==> src/rtl/uart_rx_fifo.sv <==
// uart_rx_fifo: oversampled UART receiver feeding a FWFT FIFO with per-frame error flags; define UART_RX_PARITY_EN for a parity bit; ports: clk, rst (async, active-high), rxd, baud_tick, read_en, clr_overrun -> rda, read_data, frame_err, parity_err, overrun, fifo_count
module uart_rx_fifo #(
  parameter int DATA_BITS  = 8,
  parameter int STOP_BITS  = 1,
  parameter int OVERSAMPLE = 16,
  parameter int FIFO_DEPTH = 4,
  parameter int PARITY_ODD = 0
) (
  input  logic                          clk,
  input  logic                          rst,
  input  logic                          rxd,
  input  logic                          baud_tick,
  input  logic                          read_en,
  input  logic                          clr_overrun,
  output logic                          rda,
  output logic [DATA_BITS-1:0]          read_data,
  output logic                          frame_err,
  output logic                          parity_err,
  output logic                          overrun,
  output logic [$clog2(FIFO_DEPTH):0]   fifo_count
);
  localparam int TW = $clog2(OVERSAMPLE);
  localparam int BW = $clog2(DATA_BITS);
  localparam int AW = $clog2(FIFO_DEPTH);
  localparam int CW = AW + 1;
`ifdef UART_RX_PARITY_EN
  localparam int EW = DATA_BITS + 2;
`else
  localparam int EW = DATA_BITS + 1;
`endif
  if (DATA_BITS < 5 || DATA_BITS > 9 || STOP_BITS < 1 || STOP_BITS > 2 || OVERSAMPLE < 4 ||
      OVERSAMPLE % 2 != 0 || FIFO_DEPTH < 2 || (FIFO_DEPTH & (FIFO_DEPTH - 1)) != 0 ||
      PARITY_ODD < 0 || PARITY_ODD > 1) begin : g_bad_params
    $error("uart_rx_fifo: illegal parameter combination");
  end
  typedef enum logic [2:0] {
    IDLE,
    START,
    DATA,
`ifdef UART_RX_PARITY_EN
    PARITY,
`endif
    STOP
  } state_t;
  state_t state, nxt;
  logic rx_meta, rx_s;
  logic [TW-1:0] tick_cnt;
  logic [BW-1:0] bit_cnt;
  logic [DATA_BITS-1:0] shift;
  logic fe;
  logic mid_start, mid_bit, push, pop, full, wr;
  logic [AW-1:0] wr_ptr, rd_ptr;
  logic [EW-1:0] mem [FIFO_DEPTH];
  logic [EW-1:0] entry, head;
`ifdef UART_RX_PARITY_EN
  logic pe;
  assign entry = {pe, fe | ~rx_s, shift};
  assign parity_err = rda & head[DATA_BITS+1];
`else
  assign entry = {fe | ~rx_s, shift};
  assign parity_err = 1'b0;
`endif
  assign mid_start = baud_tick && tick_cnt == TW'(OVERSAMPLE / 2 - 1);
  assign mid_bit   = baud_tick && tick_cnt == TW'(OVERSAMPLE - 1);
  always_comb begin
    nxt  = state;
    push = 1'b0;
    case (state)
      IDLE:  nxt = rx_s ? IDLE : START;
      START: nxt = !mid_start ? START : rx_s ? IDLE : DATA;
`ifdef UART_RX_PARITY_EN
      DATA:   nxt = (mid_bit && bit_cnt == BW'(DATA_BITS - 1)) ? PARITY : DATA;
      PARITY: nxt = mid_bit ? STOP : PARITY;
`else
      DATA:   nxt = (mid_bit && bit_cnt == BW'(DATA_BITS - 1)) ? STOP : DATA;
`endif
      STOP: begin
        push = mid_bit && bit_cnt == BW'(STOP_BITS - 1);
        nxt  = push ? IDLE : STOP;
      end
      default: nxt = IDLE;
    endcase
  end
  always_ff @(posedge clk or posedge rst)
    if (rst) begin
      rx_meta  <= 1'b1;
      rx_s     <= 1'b1;
      state    <= IDLE;
      tick_cnt <= '0;
      bit_cnt  <= '0;
      shift    <= '0;
      fe       <= 1'b0;
`ifdef UART_RX_PARITY_EN
      pe       <= 1'b0;
`endif
    end else begin
      rx_meta  <= rxd;
      rx_s     <= rx_meta;
      state    <= nxt;
      tick_cnt <= (state == IDLE || state != nxt || mid_bit) ? '0 : tick_cnt + TW'(baud_tick);
      bit_cnt  <= state != nxt ? '0 : bit_cnt + BW'(mid_bit);
      if (state == DATA && mid_bit) shift <= {rx_s, shift[DATA_BITS-1:1]};
      fe       <= state == START ? 1'b0 : (state == STOP && mid_bit && !rx_s) ? 1'b1 : fe;
`ifdef UART_RX_PARITY_EN
      if (state == PARITY && mid_bit) pe <= rx_s ^ (^shift) ^ (PARITY_ODD != 0);
`endif
    end
  assign head      = mem[rd_ptr];
  assign rda       = fifo_count != '0;
  assign read_data = rda ? head[DATA_BITS-1:0] : '0;
  assign frame_err = rda & head[DATA_BITS];
  assign full      = fifo_count == CW'(FIFO_DEPTH);
  assign pop       = read_en && rda;
  assign wr        = push && (!full || pop);
  always_ff @(posedge clk or posedge rst)
    if (rst) begin
      wr_ptr     <= '0;
      rd_ptr     <= '0;
      fifo_count <= '0;
      overrun    <= 1'b0;
    end else begin
      wr_ptr     <= wr_ptr + AW'(wr);
      rd_ptr     <= rd_ptr + AW'(pop);
      fifo_count <= fifo_count + CW'(wr) - CW'(pop);
      overrun    <= (push && full && !pop) || (overrun && !clr_overrun);
    end
  always_ff @(posedge clk)
    if (wr) mem[wr_ptr] <= entry;
endmodule

==> config.mk <==
export PLATFORM = sky130hd
export DESIGN_NAME = uart_rx_fifo
export DESIGN_NICKNAME = d
export VERILOG_FILES = /design/src/rtl/uart_rx_fifo.sv
export SDC_FILE = /design/constraint.sdc
export NUM_CORES = 1
export LEC_CHECK = 0
export BUFFER_PORTS_ARGS = -buffer_cell sky130_fd_sc_hd__buf_2
export CORE_MARGIN = 4
export CORE_UTILIZATION = 50
export CTS_CLUSTER_SIZE = 24
export DETAILED_ROUTE_END_ITERATION = 8
export GPL_ROUTABILITY_DRIVEN = 0
export PLACE_DENSITY_LB_ADDON = 0.1
export SETUP_SLACK_MARGIN = 0.4
export SLEW_MARGIN = 15
export SYNTH_ARGS = -nofsm -noshare
export SYNTH_HDL_FRONTEND = slang
export SYNTH_SLANG_ARGS = --single-unit
==> constraint.sdc <==
create_clock -name clk -period 6.7 [get_ports clk]
set_input_delay 0 -clock clk [delete_from_list [all_inputs] [get_ports clk]]
set_output_delay 0 -clock clk [all_outputs]
set_load 0.1 [all_outputs]
# Yosys cells after proc, flatten, opt, wreduce, memory -nomap -nowiden
# Memories as Yosys holds them, arrays and structs flattened.
# Cells that the tools add are included.
dict set report op_classes {
  add_sub_neg 6
  n_eq_ne 8
  n_mux 14
  bitwise 3
  n_reduce_logical 24
}
# cell count
set ops {}
lappend ops {{logical AND 1 bit} 12}
lappend ops {{2-to-1 mux 8 bit} 1}
lappend ops {{case mux 2 bit (4 select lines)} 1}
lappend ops {{2-to-1 mux 1 bit} 7}
lappend ops {{adder 3 x 1 -> 3 bit} 2}
lappend ops {{equality test 3 x 2 -> 1 bit, second input constant} 2}
lappend ops {{equality test 3 bit, second input constant} 2}
lappend ops {{zero test 3 bit} 2}
lappend ops {{2-to-1 mux 2 bit} 3}
lappend ops {{adder 2 x 1 -> 2 bit} 2}
lappend ops {{adder 4 x 1 -> 4 bit} 1}
lappend ops {{equality test 4 x 3 -> 1 bit, second input constant} 1}
lappend ops {{equality test 4 bit, second input constant} 1}
lappend ops {{zero test 1 bit} 4}
lappend ops {{logical OR 1 bit} 4}
lappend ops {{2-to-1 mux 4 bit} 1}
lappend ops {{equality test 3 x 1 -> 1 bit, second input constant} 1}
lappend ops {{2-to-1 mux 3 bit} 1}
lappend ops {{!= test 3 bit} 1}
lappend ops {{nonzero test 3 bit} 1}
lappend ops {{subtractor 3 x 1 -> 3 bit} 1}
lappend ops {{nonzero test 2 bit} 1}
lappend ops {{AND 1 bit} 1}
lappend ops {{NOT 1 bit} 1}
lappend ops {{OR 1 bit} 1}
dict set report word_totals {
  regBits 29
  ram_bits 36
  input_bits 6
  out_inout_bits 15
  n_memories 1
}
# memory words width read_ports rd_ports_with_merged_regs wr line
set mem_list {}
lappend mem_list {mem 4 9 1 0 1 53} ;# logic [EW-1:0] mem [FIFO_DEPTH];

# Depth between registers and ports, before layout
# Gate-level depths: netlist (run 1).
dict set report logic_depth {
  ltp_word 9
  ltp_mapped 11
}

# Worst setup path after synthesis (run 1)
# OpenSTA, ideal clock, no wires.
dict set report synth_path {
  path_kind {reg2reg}
  startpoint {reg fifo_count[1]}
  endpoint {reg fifo_count[2]}
  arrival_ps 2694
  slack_ps 3847
  path_stages_with_launch 11
  synth_period_minus_slack_ps 2853
  cell_sequence {dfrtp_1 -> nor3_1 -> clkbuf_1 -> nor2b_1 -> ha_1 -> inv_1 -> ha_1 -> inv_1 -> fa_1 -> xnor2_1 -> xnor2_1}
}
dict set report synth_via {
  elab_chain_len 6
  word_cells_on_any_way 8
  classes_between {2 x add/sub; 1 x eq/ne; 5 x reduce/logical}
}
# element line
set synth_rtl {}
lappend synth_rtl {{start: declaration} 20} ;# output logic [$clog2(FIFO_DEPTH):0] fifo_count
lappend synth_rtl {{start signal: assignment} 124} ;# fifo_count <= fifo_count + CW'(wr) - CW'(pop);
lappend synth_rtl {{equality test 3 bit / nonzero test 3 bit (equally long branches)} {112, 109}}
lappend synth_rtl {{zero test 1 bit / logical AND 1 bit (equally long branches)} {114, 113}}
lappend synth_rtl {{logical OR 1 bit} 114} ;# assign wr = push && (!full || pop);
lappend synth_rtl {{logical AND 1 bit} 114}
lappend synth_rtl {{adder 3 x 1 -> 3 bit} 124}
lappend synth_rtl {{subtractor 3 x 1 -> 3 bit (*)} 124}
# Mark *: on every way between the ends. The rest lies on a longest branch, timed or not.
# A chain may end at the register's enable or synchronous reset.

# Final worst setup path (run 1)
dict set report layout_path {
  startpoint {reg bit_cnt[0]}
  endpoint {reg fifo_count[2]}
}
dict set report layout_via {
  elab_chain_len 6
}
# element line
set layout_rtl {}
lappend layout_rtl {{start: declaration} 48} ;# logic [BW-1:0] bit_cnt;
lappend layout_rtl {{start signal: assignment} 101} ;# bit_cnt <= state != nxt ? '0 : bit_cnt + BW'(mid_bit);
lappend layout_rtl {{zero test 3 bit} 78} ;# push = mid_bit && bit_cnt == BW'(STOP_BITS - 1);
lappend layout_rtl {{logical AND 1 bit} 78}
lappend layout_rtl {{2-to-1 mux 1 bit} 68} ;# case (state)
lappend layout_rtl {{logical AND 1 bit} 114}
lappend layout_rtl {{adder 3 x 1 -> 3 bit} 124}
lappend layout_rtl {{subtractor 3 x 1 -> 3 bit} 124}
# No other way between the ends.

==> results of run 1 <==
## timing repair
action / CTS / global route
setup buffers: 0 / 0
hold endpoints to repair: 28 / 0
hold buffers: 4 / 0
gates resized for setup: 0 / 0
## final cells by class
cell class	instances	share of cell area
multi-input combinational	89	0.2704
sequential	64	0.5729
tap	70	0.02812
clock inverter	6	0.02652
inverter	10	0.01205
clock buffer	10	0.04419
timing repair buffer	24	0.04580
## cells by family after synthesis
logic type / Yosys count
AOI/OAI and AO/OA: 16
adders and majority gates: 9
muxes: 17
buffers and inverters: 18
and+or+nand+nor: 39
other: 1
xor gates and xnor gates: 7
DFF: 64
## power breakdown
part           switching, W  internal (W)
registers         0.0000776      0.000465
clock network      0.000144      0.000217
logic              0.000347      0.000124
## worst reg2reg max path, stage by stage (launching register included)
cell      delay, ps
dfrtp_1         420
nor4b_1         470
nand4_1         170
nand2b_1        270
ha_1            310
inv_1            60
ha_1            130
inv_1            50
fa_1            370
xnor2_1         190
xnor2_1         150
## worst paths after layout
path | slack [ps] | startpoint | cells after the start | to
min in group asynchronous | 290 | rst | 3 | tick_cnt[2]$_DFF_PP0_
worst max register to register | 4020 | bit_cnt[0]$_DFF_PP0_ | 10 | fifo_count[2]$_DFF_PP0_
worst min-delay path | 40 | baud_tick | 3 | tick_cnt[0]$_DFF_PP0_
worst min register to register | 360 | rx_meta$_DFF_PP1_ | 0 | rx_s$_DFF_PP1_
worst max-delay path | 4020 | bit_cnt[0]$_DFF_PP0_ | 10 | fifo_count[2]$_DFF_PP0_
max in group asynchronous | 6010 | rst | 3 | shift[5]$_DFFE_PP0P_
## layout by cell type (no fill, tap or decap), types with 3 or more instances in the layout
cell           synthesis  routed
edfxtp_1              36      36
dfrtp_1               26      26
buf_2                  3      19
nor2b_1               10      10
clkbuf_8               0      10
inv_1                 10       9
mux4_2                 9       9
mux2_2                 8       8
ha_1                   8       8
and2_1                 6       6
nor2_1                 4       4
xor2_1                 4       4
dlygate4sd3_1          0       4
o21ai_0                3       3
a21oi_1                3       3
o22ai_1                3       3
xnor2_1                3       3
clkinv_2               0       3
## state kept, by name, summed over array words and instances (netlist names), 2 cells and up
register / count
wr_ptr: 2
rd_ptr: 2
tick_cnt: 4
fifo_count: 3
mem: 36
state: 2
shift: 8
bit_cnt: 3
## synth_stat cells, types with 4 or more instances
master / instances
and2_1: 6
mux2_2: 8
ha_1: 8
nor2b_1: 10
dfrtp_1: 26
edfxtp_1: 36
inv_1: 10
xor2_1: 4
nor2_1: 4
mux4_2: 9
## stage by stage
stage / cells / worst slack [ps]
final: 273 / 4016
after global routing: 273 / 3800
after CTS: 273 / 3989
after detailed placement: 253 / 4020
after global placement: 253 / 4155
after floorplan: 171 / 3847
## routing by layer
layer,GRT usage,vias up,share of wire
met3,0.04715,6,0.038
met5,0,-,0
met1,0.1788,759,0.40
met2,0.2736,28,0.55
met4,0.07095,0,0.013
li1,-,686,-
==> summary.txt, run 1 <==
Status
  • Status: finished, final reports clean

Run
  • Max_cap viols: 0

Logic synthesis
  • Adder-cell share of the synthesized area: 0.04453
  • Mapped Area: 2698 µm²
  • Number of flops mapped to enable cells by yosys: 36
  • Gate Count Post-Synth: 171
  • Post-synthesis sequential area ratio: 0.6614
  • Post-Synth Simple-Gate Area: 0.09137
  • Synth top area cells: edfxtp_1, dfrtp_1, mux4_2
  • Synthesis Warnings: 0
  • Synthesized Nets: 186
  • Ys flop type: edfxtp_1
  • Yosys top cell area share: 0.4007
  • FFs w/ async S/R, synth: 0.4375
  • #FFs+latches synth: 64
  • Synth Area in XOR/XNOR: 0.02273
  • Mux cell area share after synthesis: 0.1085
  • Largest family of logic cells by synthesized area: multiplexers
  • Compound-gate portion of the synthesized area: 0.03803
  • Mapped Avg Cell Area: 15.78 µm²
  • Area leader, netlist: edfxtp_1
  • Post-synth cell types: 37

Setup path
  • CP Buf/Inv Count: 2
  • Worst setup SP type: register
  • Slowest stage cell, crit path: nor4b_1
  • Required @ worst endpoint: 6950 ps
  • Path type of the worst setup path: register to register
  • Crit-path max cell delay: 470 ps
  • CP delay by family, top: simple AND/OR/NAND/NOR gates
  • Crit-path cells: nor4b_1 > nand4_1 > nand2b_1 > ha_1 > inv_1 > ha_1 > inv_1 > fa_1 > xnor2_1 > xnor2_1
  • Crit-path max FO: 5
  • Crit end category: register
  • Critical Path AT: 2930 ps

Detailed routing
  • Residual DRC: 0
  • DR iter-0 viols: 73
  • Antenna-violating nets left: 0
  • Drt first pass iters: 4
  • Drt via density: 5.418
  • Wire per inst: 16.81 µm
  • Overall routed net length: 4.590 mm
  • Vias: 1479

Placed design
  • DP HPWL: 3.042 mm
  • Placed instance area: 2854 µm²
  • Port buffer count: 19

CTS
  • Skew-Pair Late Insertion Delay: 330 ps
  • Clock-pin transition on the worst setup and hold timing paths: 70 ps
  • Clock root cell: clkbuf_8
  • CTS tree: yes
  • Num CTS Buffers: 9
  • Longest Clk Path Bufs: 2
  • Clock tree sinks: 64
  • H-Tree Depth: 3

Final layout
  • Multi-input gate area: 842.1 µm²
  • Final core occ: 0.6021
  • Filler cells: 393
  • Area growth syn-to-layout: 15.45%
  • Antenna fix cells: 0
  • Layout Nets: 213
  • Sequential Area: 1784 µm²
  • Share of cells above drive strength 1: 0.2956
  • Fin area: 3114 µm²

Die
  • Die Wd: 81.45 µm
  • Ports: 21
  • Core Area: 5172 µm²
  • # rows: 26
  • Starting Density: 0.5215
  • Total die area: 6634 µm²
  • Die height: 81.45 µm

Timing
  • Worst hold slack: 41.11 ps
  • Min cycle time layout: 2684 ps
  • Worst-margin pin slew: 884.5 ps
  • Final cycle utilization of the critical path: 0.4007
  • Slew headroom: 0.4071
  • Fmax: 372.5 MHz
  • Setup TNS: 0 ps
  • Layout Skew: 6.647 ps
  • Final Max Slew Viols: 0
  • Final setup violation count: 0
  • Final hold violation count: 0
  • Unrepaired setup endpoints after global routing: false

Power and ir drop
  • Overall power: 0.001376 W
  • Power Density: 441.9 nW/µm²
  • Leakage: 1.275 nW
  • Worst VDD drop: 0.0002495 V

Worst hold path
  • Worst hold path class: input pin to register

Global routing
  • Vias in the first global route: 1508
  • Largest net degree at the start of global routing: 29
  • Total gr overflow: 0
  • Initial antenna violation count: 0
  • First-pass GRT wire length: 7.438 mm
  • Total track usage: 0.1576
No activity file was read; power rests on OpenSTA's default activity.
==> inputs of run 2 (changes only) <==
==> constraint.sdc (replaced) <==
create_clock -name clk -period 2.4 [get_ports clk]
set_input_delay 0 -clock clk [delete_from_list [all_inputs] [get_ports clk]]
set_output_delay 0 -clock clk [all_outputs]
set_load 0.1 [all_outputs]
==> run 2 against run 1 <==
  * Cell area rose by 13%
  * First-iteration DRC count rose to 2.8 times the previous value
  * Sequential share of layout area decreased by 6.2 points
  * Non-clock buffer count is 34 higher
  * Fmax is 20% higher
  * Count of clock-buffer cells in the layout up 2
  * Sequential power rose to 2.7 times the previous value
  * Wire length increased by 16%
  * Largest power group is now combinational logic
  * Setup slack got worse by 3900 ps
  * Critical endpoint unchanged
  * Critical path type unchanged
==> summary.txt, run 2 (same netlist as run 1, synthesis figures left out) <==
Final layout
  • Largest register FFs: 36 (unchanged)
  • Fin area: 3515 µm² (was 3114 µm²)
  • Most frequent cells in the layout: edfxtp_1, dfrtp_1, buf_2, buf_4, buf_6 (was edfxtp_1, dfrtp_1, buf_2)
  • Largest regs: mem x36, shift x8, tick_cnt x4 (unchanged)
  • Commonest non-fill, non-tap cell in the layout: edfxtp_1 (unchanged)
  • Final core occ: 0.6795 (was 0.6021)
  • Antenna fix cells: 0 (unchanged)
  • Layout Nets: 247 (was 213)
  • Area growth syn-to-layout: 30.29% (was 15.45%)
  • Share of cells above drive strength 1: 0.4684 (was 0.2956)
  • Reg with most FFs: mem (unchanged)

Setup path
  • Most frequent CP cell: ha_4
  • Worst setup SP type: register (unchanged)
  • Flop2flop setup slack: 160 ps (was 4020 ps)
  • Worst R2R End: fifo_count[2]$_DFF_PP0_ (unchanged)
  • Crit-path cells: nor4b_2 > nand4_1 > nand2b_4 > ha_4 > inv_4 > ha_4 > inv_2 > fa_2 > xnor2_2 > xnor2_1 (was nor4b_1 > nand4_1 > nand2b_1 > ha_1 > inv_1 > ha_1 > inv_1 > fa_1 > xnor2_1 > xnor2_1)
  • Crit-path max FO: 2 (was 5)
  • Critical Path AT: 2450 ps (was 2930 ps)
  • Slowest stage cell, crit path: dfrtp_1 (was nor4b_1)
  • CP Buf/Inv Count: 2 (unchanged)
  • Worst reg-to-reg path cell count: 10 (unchanged)
  • Crit-path max cell delay: 400 ps (was 470 ps)
  • Path type of the worst setup path: register to register (unchanged)
  • Required @ worst endpoint: 2610 ps (was 6950 ps)
  • Crit end category: register (unchanged)
  • CP delay by family, top: adder cells (was simple AND/OR/NAND/NOR gates)
  • Reg2reg start: bit_cnt[0]$_DFF_PP0_ (unchanged)

Timing
  • Final setup violation count: 0 (unchanged)
  • Setup TNS: 0 ps (unchanged)
  • Unrepaired setup endpoints after global routing: true (was false)
  • Worst hold slack: 41.48 ps (was 41.11 ps)
  • Final cycle utilization of the critical path: 0.9319 (was 0.4007)
  • Slew headroom: 0.6457 (was 0.4071)
  • Layout Skew: 8.719 ps (was 6.647 ps)
  • Min cycle time layout: 2237 ps (was 2684 ps)
  • Final hold violation count: 0 (unchanged)
  • Fmax: 447.1 MHz (was 372.5 MHz)
  • Final Max Slew Viols: 0 (unchanged)
  • Worst-margin pin slew: 531.5 ps (was 884.5 ps)

Placed design
  • DP HPWL: 3.410 mm (was 3.042 mm)
  • Placed instance area: 3008 µm² (was 2854 µm²)
  • Port buffer count: 19 (unchanged)

Die
  • Ports: 21 (unchanged)
  • # rows: 26 (unchanged)
  • Starting Density: 0.5215 (unchanged)
  • Core Area: 5172 µm² (unchanged)
  • Total die area: 6634 µm² (unchanged)
  • Die height: 81.45 µm (unchanged)
  • Die Wd: 81.45 µm (unchanged)

Detailed routing
  • Vias: 1647 (was 1479)
  • Drt first pass iters: 4 (unchanged)
  • DR iter-0 viols: 207 (was 73)
  • Residual DRC: 0 (unchanged)
  • Drt via density: 5.365 (was 5.418)
  • Wire per inst: 17.28 µm (was 16.81 µm)
  • Overall routed net length: 5.305 mm (was 4.590 mm)
  • Antenna-violating nets left: 0 (unchanged)

CTS
  • H-Tree Depth: 3 (unchanged)
  • Clock root cell: clkbuf_8 (unchanged)
  • Longest Clk Path Bufs: 2 (unchanged)
  • Clock-pin transition on the worst setup and hold timing paths: 70 ps (about the same)
  • Clock tree sinks: 64 (unchanged)
  • CTS tree: yes (unchanged)
  • Num CTS Buffers: 9 (unchanged)
  • Skew-Pair Late Insertion Delay: 320 ps (was 330 ps)

Global routing
  • Total track usage: 0.1896 (was 0.1576)
  • Total gr overflow: 0 (unchanged)
  • Largest net degree at the start of global routing: 22 (was 29)
  • Vias in the first global route: 1754 (was 1508)
  • Initial antenna violation count: 0 (unchanged)
  • First-pass GRT wire length: 8.935 mm (was 7.438 mm)

Worst hold path
  • Worst hold path class: input pin to register (unchanged)
  • Hold path startpoint: baud_tick (unchanged)
  • WHS Endpoint: tick_cnt[0]$_DFF_PP0_ (unchanged)
  • WHS Path Cells: 3 (unchanged)

Power and ir drop
  • NetSw: 0.001610 W (was 0.0005688 W)
  • Power share of the clock group: 0.227 (was 0.263)
  • Comb pwr share: 0.389 (was 0.342)
  • Sw frac: 0.4156 (was 0.4133)
  • Worst VDD drop: 0.001077 V (was 0.0002495 V)
  • Power Density: 1102 nW/µm² (was 441.9 nW/µm²)
  • Internal Power: 0.002264 W (was 0.0008074 W)
  • Leakage: 1.464 nW (was 1.275 nW)
  • Part of the power in registers: 0.384 (was 0.395)

Run
  • Max_cap viols: 0 (unchanged)

Status
  • Status: finished, final reports clean (unchanged)
==> run 2: cell count changes in the layout (fill, tap and decap cells not counted), moves of 3 or more <==
cell     change
buf_4       +18
buf_6       +16
dfrtp_1      -4
dfrtp_4      +3
inv_1        -3
==> run 2: final cells by class <==
type | count | area [µm²]
Fill cell | 358 | 1658
Clock buffer | 12 | 145.1
Tap cell | 70 | 87.58
Inverter | 10 | 42.54
Timing Repair Buffer | 58 | 462.9
Sequential cell | 64 | 1797
Multi-Input combinational cell | 89 | 934.6
Clock inverter | 4 | 45.04
==> run 2: how the worst max path moves through the flow <==
stage / slack, ps / cells after the start / to / start
6_report: 160 / 10 / fifo_count[2]$_DFF_PP0_ / bit_cnt[0]$_DFF_PP0_
4_1_cts: 190 / 10 / fifo_count[2]$_DFF_PP0_ / bit_cnt[2]$_DFF_PP0_
5_1_grt: 90 / 13 / overrun$_DFF_PP0_ / bit_cnt[0]$_DFF_PP0_
3_5_place_dp: 80 / 10 / fifo_count[2]$_DFF_PP0_ / bit_cnt[1]$_DFF_PP0_
3_3_place_gp: 160 / 10 / fifo_count[2]$_DFF_PP0_ / bit_cnt[1]$_DFF_PP0_
2_1_floorplan: 90 / 10 / fifo_count[2]$_DFF_PP0_ / fifo_count[0]$_DFF_PP0_
==> run 2: per-layer routing <==
layer | routed length, µm | global-route usage
met1 | 2197 | 0.2392
met2 | 2750 | 0.3086
met3 | 263 | 0.04825
met4 | 93 | 0.08615
met5 | 0 | 0
==> run 2: worst reg2reg max path, delay by kind of cell, from the launching register on <==
| family | cells | cell delay, ps |
|---|---|---|
| fa+ha+maj | 3 | 700 |
| xor+xnor | 2 | 280 |
| simple gates | 3 | 660 |
| flops | 1 | 400 |
| buf+inv | 2 | 100 |
==> run 2: power by group through the flow <==
stage / clock (W) / combinational, W / sequential, W
5_1_grt: 0.000970 / 0.00160 / 0.00151
3_5_place_dp: 0 / 0.00143 / 0.00151
4_1_cts: 0.000908 / 0.00149 / 0.00149
3_3_place_gp: 0 / 0.00140 / 0.00149
2_1_floorplan: 0 / 0.00103 / 0.00163
6_report: 0.000881 / 0.00151 / 0.00149
==> run 2: per-stage QoR <==
stage	total power (W)	setup slack [ps]	cells
global placement	0.002892	160.7	271
global route	0.004074	87.55	307
detailed placement	0.002939	81.73	271
CTS	0.003885	191.7	304
floorplan	0.002663	87.42	171
finish	0.003875	163.4	307
==> run 2: what timing repair did <==
item	in CTS	in global routing
endpoints found under the hold margin	28	0
setup endpoints to repair	32	38
resized for setup	20	19
buffers inserted	14	3
hold buffers	3	0
pin swaps	6	6
==> inputs of run 3 (changes only) <==
--- a/config.mk
+++ b/config.mk
@@ -12,6 +12,7 @@
 export DETAILED_ROUTE_END_ITERATION = 8
 export GPL_ROUTABILITY_DRIVEN = 0
 export PLACE_DENSITY_LB_ADDON = 0.1
+export REMOVE_ABC_BUFFERS = 1
 export SETUP_SLACK_MARGIN = 0.4
 export SLEW_MARGIN = 15
 export SYNTH_ARGS = -nofsm -noshare
==> run 3 against run 2 <==
  * Clock power decreased by 1%
  * Worst hold slack got worse by 2.2 ps
  * Wire length decreased by 4.1%
  * Sequential power about the same
  * Via count decreased by 3.0%
  * Global-route usage decreased by 1.6 points
  * Sequential share of layout area increased by 0.081 points
  * Utilization decreased by 0.53 points
  * Setup slack got worse by 39 ps
  * Cell area decreased by 0.78%
  * Die area unchanged
  * Largest cell class unchanged
  * Largest power group is now registers
==> summary.txt, run 3 (same netlist as run 1, synthesis figures left out) <==
Status
  • Status: finished, final reports clean (unchanged)

Setup path
  • Path type of the worst setup path: register to register (unchanged)
  • Critical Path AT: 2520 ps (was 2450 ps)
  • Required @ worst endpoint: 2650 ps (was 2610 ps)
  • Crit-path max FO: 2 (unchanged)
  • Worst setup SP type: register (unchanged)
  • Crit end category: register (unchanged)

Global routing
  • First-pass GRT wire length: 8.059 mm (was 8.935 mm)
  • Total gr overflow: 0 (unchanged)
  • Initial antenna violation count: 0 (unchanged)
  • Vias in the first global route: 1639 (was 1754)
  • Largest net degree at the start of global routing: 29 (was 22)
  • Total track usage: 0.1733 (was 0.1896)

Timing
  • Fmax: 439.5 MHz (was 447.1 MHz)
  • Final Max Slew Viols: 0 (unchanged)
  • Worst-margin pin slew: 513.9 ps (was 531.5 ps)
  • Slew headroom: 0.6574 (was 0.6457)
  • Final hold violation count: 0 (unchanged)
  • Final setup violation count: 0 (unchanged)
  • Unrepaired setup endpoints after global routing: true (unchanged)
  • Min cycle time layout: 2275 ps (was 2237 ps)
  • Layout Skew: 11.93 ps (was 8.719 ps)
  • Final cycle utilization of the critical path: 0.9481 (was 0.9319)

Power and ir drop
  • Power Density: 1097 nW/µm² (was 1102 nW/µm²)
  • Overall power: 0.003825 W (was 0.003875 W)
  • Leakage: 1.457 nW (was 1.464 nW)
  • Worst VDD drop: 0.0006110 V (was 0.001077 V)

Die
  • Core Area: 5172 µm² (unchanged)
  • Ports: 21 (unchanged)
  • Die Wd: 81.45 µm (unchanged)
  • Total die area: 6634 µm² (unchanged)
  • # rows: 26 (unchanged)
  • Starting Density: 0.5215 (unchanged)
  • Die height: 81.45 µm (unchanged)

Final layout
  • Area growth syn-to-layout: 29.27% (was 30.29%)
  • Multi-input gate area: 937.1 µm² (was 934.6 µm²)
  • Largest regs: mem x36, shift x8, tick_cnt x4 (unchanged)
  • Final core occ: 0.6742 (was 0.6795)
  • Antenna fix cells: 0 (unchanged)
  • Filler cells: 363 (was 358)
  • Largest register FFs: 36 (unchanged)
  • Layout Nets: 245 (was 247)
  • Commonest non-fill, non-tap cell in the layout: edfxtp_1 (unchanged)
  • Reg with most FFs: mem (unchanged)
  • Share of cells above drive strength 1: 0.4316 (was 0.4684)
  • Most frequent cells in the layout: edfxtp_1, dfrtp_1, buf_6, buf_2, buf_4 (was edfxtp_1, dfrtp_1, buf_2, buf_4, buf_6)
  • Sequential Area: 1785 µm² (was 1797 µm²)

CTS
  • Clock-pin transition on the worst setup and hold timing paths: 70 ps (about the same)
  • Skew-Pair Late Insertion Delay: 330 ps (was 320 ps)
  • H-Tree Depth: 3 (unchanged)
  • Clock root cell: clkbuf_8 (unchanged)
  • Longest Clk Path Bufs: 2 (unchanged)
  • Num CTS Buffers: 9 (unchanged)
  • Clock tree sinks: 64 (unchanged)
  • CTS tree: yes (unchanged)

Placed design
  • Port buffer count: 19 (unchanged)
  • DP HPWL: 3.014 mm (was 3.410 mm)

Run
  • Max_cap viols: 0 (unchanged)

Worst hold path
  • Worst hold path class: input pin to register (unchanged)

Detailed routing
  • Antenna-violating nets left: 0 (unchanged)
  • DR iter-0 viols: 100 (was 207)
  • Overall routed net length: 5.086 mm (was 5.305 mm)
  • Wire per inst: 16.73 µm (was 17.28 µm)
  • Residual DRC: 0 (unchanged)
  • Drt first pass iters: 5 (was 4)
  • Drt via density: 5.253 (was 5.365)
  • Vias: 1597 (was 1647)
==> run 3: cell count changes in the layout (fill, tap and decap cells not counted), moves of 2 or more <==
cell	previous run	this run
buf_4	19	15
buf_6	16	19
dfrtp_1	22	25
dfrtp_4	3	0
clkbuf_1	2	0
clkinv_1	0	2
nor4b_2	2	0
==> run 3: through the flow <==
stage	std cells	hold slack, ps	TNS, ps	setup WS [ps]	instance area, µm²
after CTS	301	23.93	0	151.1	3397
after detailed placement	266	85.87	-67.40	-67.40	2937
final	304	39.29	0	124.5	3487
after floorplan	163	4.478	-6091	-677.6	2649
after global placement	266	77.89	0	73.31	2937
after global routing	304	26.59	0	40.30	3487
==> run 3: where the power goes <==
group | switching (W) | internal [W] | total, W
Combinational | 0.00104 | 0.000428 | 0.00147
Clock | 0.000379 | 0.000491 | 0.000871
Sequential | 0.000180 | 0.00130 | 0.00148
==> run 3: layout make-up <==
cell class / count / share of cell area
flip-flops and latches: 64 / 0.5120
multi-input cells: 89 / 0.2687
repair buffers: 56 / 0.1295
clock buffers: 10 / 0.03947
well taps: 70 / 0.02512
clock inverters: 5 / 0.01363
inverters: 10 / 0.01148
==> run 3: routing by layer <==
metal  vias up  GRT usage  wire length, µm  share of wire
met3        11    0.04605              202          0.040
met1       800     0.1942             2004           0.39
met2        41     0.2948             2774           0.55
met4         0     0.1047              103          0.020
li1        745          -                -              -
met5         -          0                0              0
==> run 3: path summary, 6_finish.rpt <==
kind,slack (ps),to,from,depth (start not counted)
setup / recovery,120,fifo_count[2]$_DFF_PP0_,bit_cnt[0]$_DFF_PP0_,10
hold / removal,40,tick_cnt[0]$_DFF_PP0_,baud_tick,3
setup reg to reg,120,fifo_count[2]$_DFF_PP0_,bit_cnt[0]$_DFF_PP0_,10
hold reg to reg,360,rx_s$_DFF_PP1_,rx_meta$_DFF_PP1_,0
max in group asynchronous,1830,rx_s$_DFF_PP1_,rst,4
min in group asynchronous,280,overrun$_DFF_PP0_,rst,4
==> run 3: timing repair <==
item                                    4_1_cts  5_1_grt
hold buffers                                  3        0
pin swaps                                     6        6
endpoints found under the setup margin       29       39
hold endpoints to repair                     28        0
setup buffers                                14        2
cloned                                        3        1
resized for setup                            31       18
==> run 3: worst max-delay path, stage by stage (launching register included) <==
cell      delay [ps]
dfrtp_1          410
nor4b_4          310
nand4_1          160
nand2b_4         190
ha_4             220
inv_2             60
ha_4             120
inv_2             30
fa_2             350
xnor2_2          160
xnor2_1          180
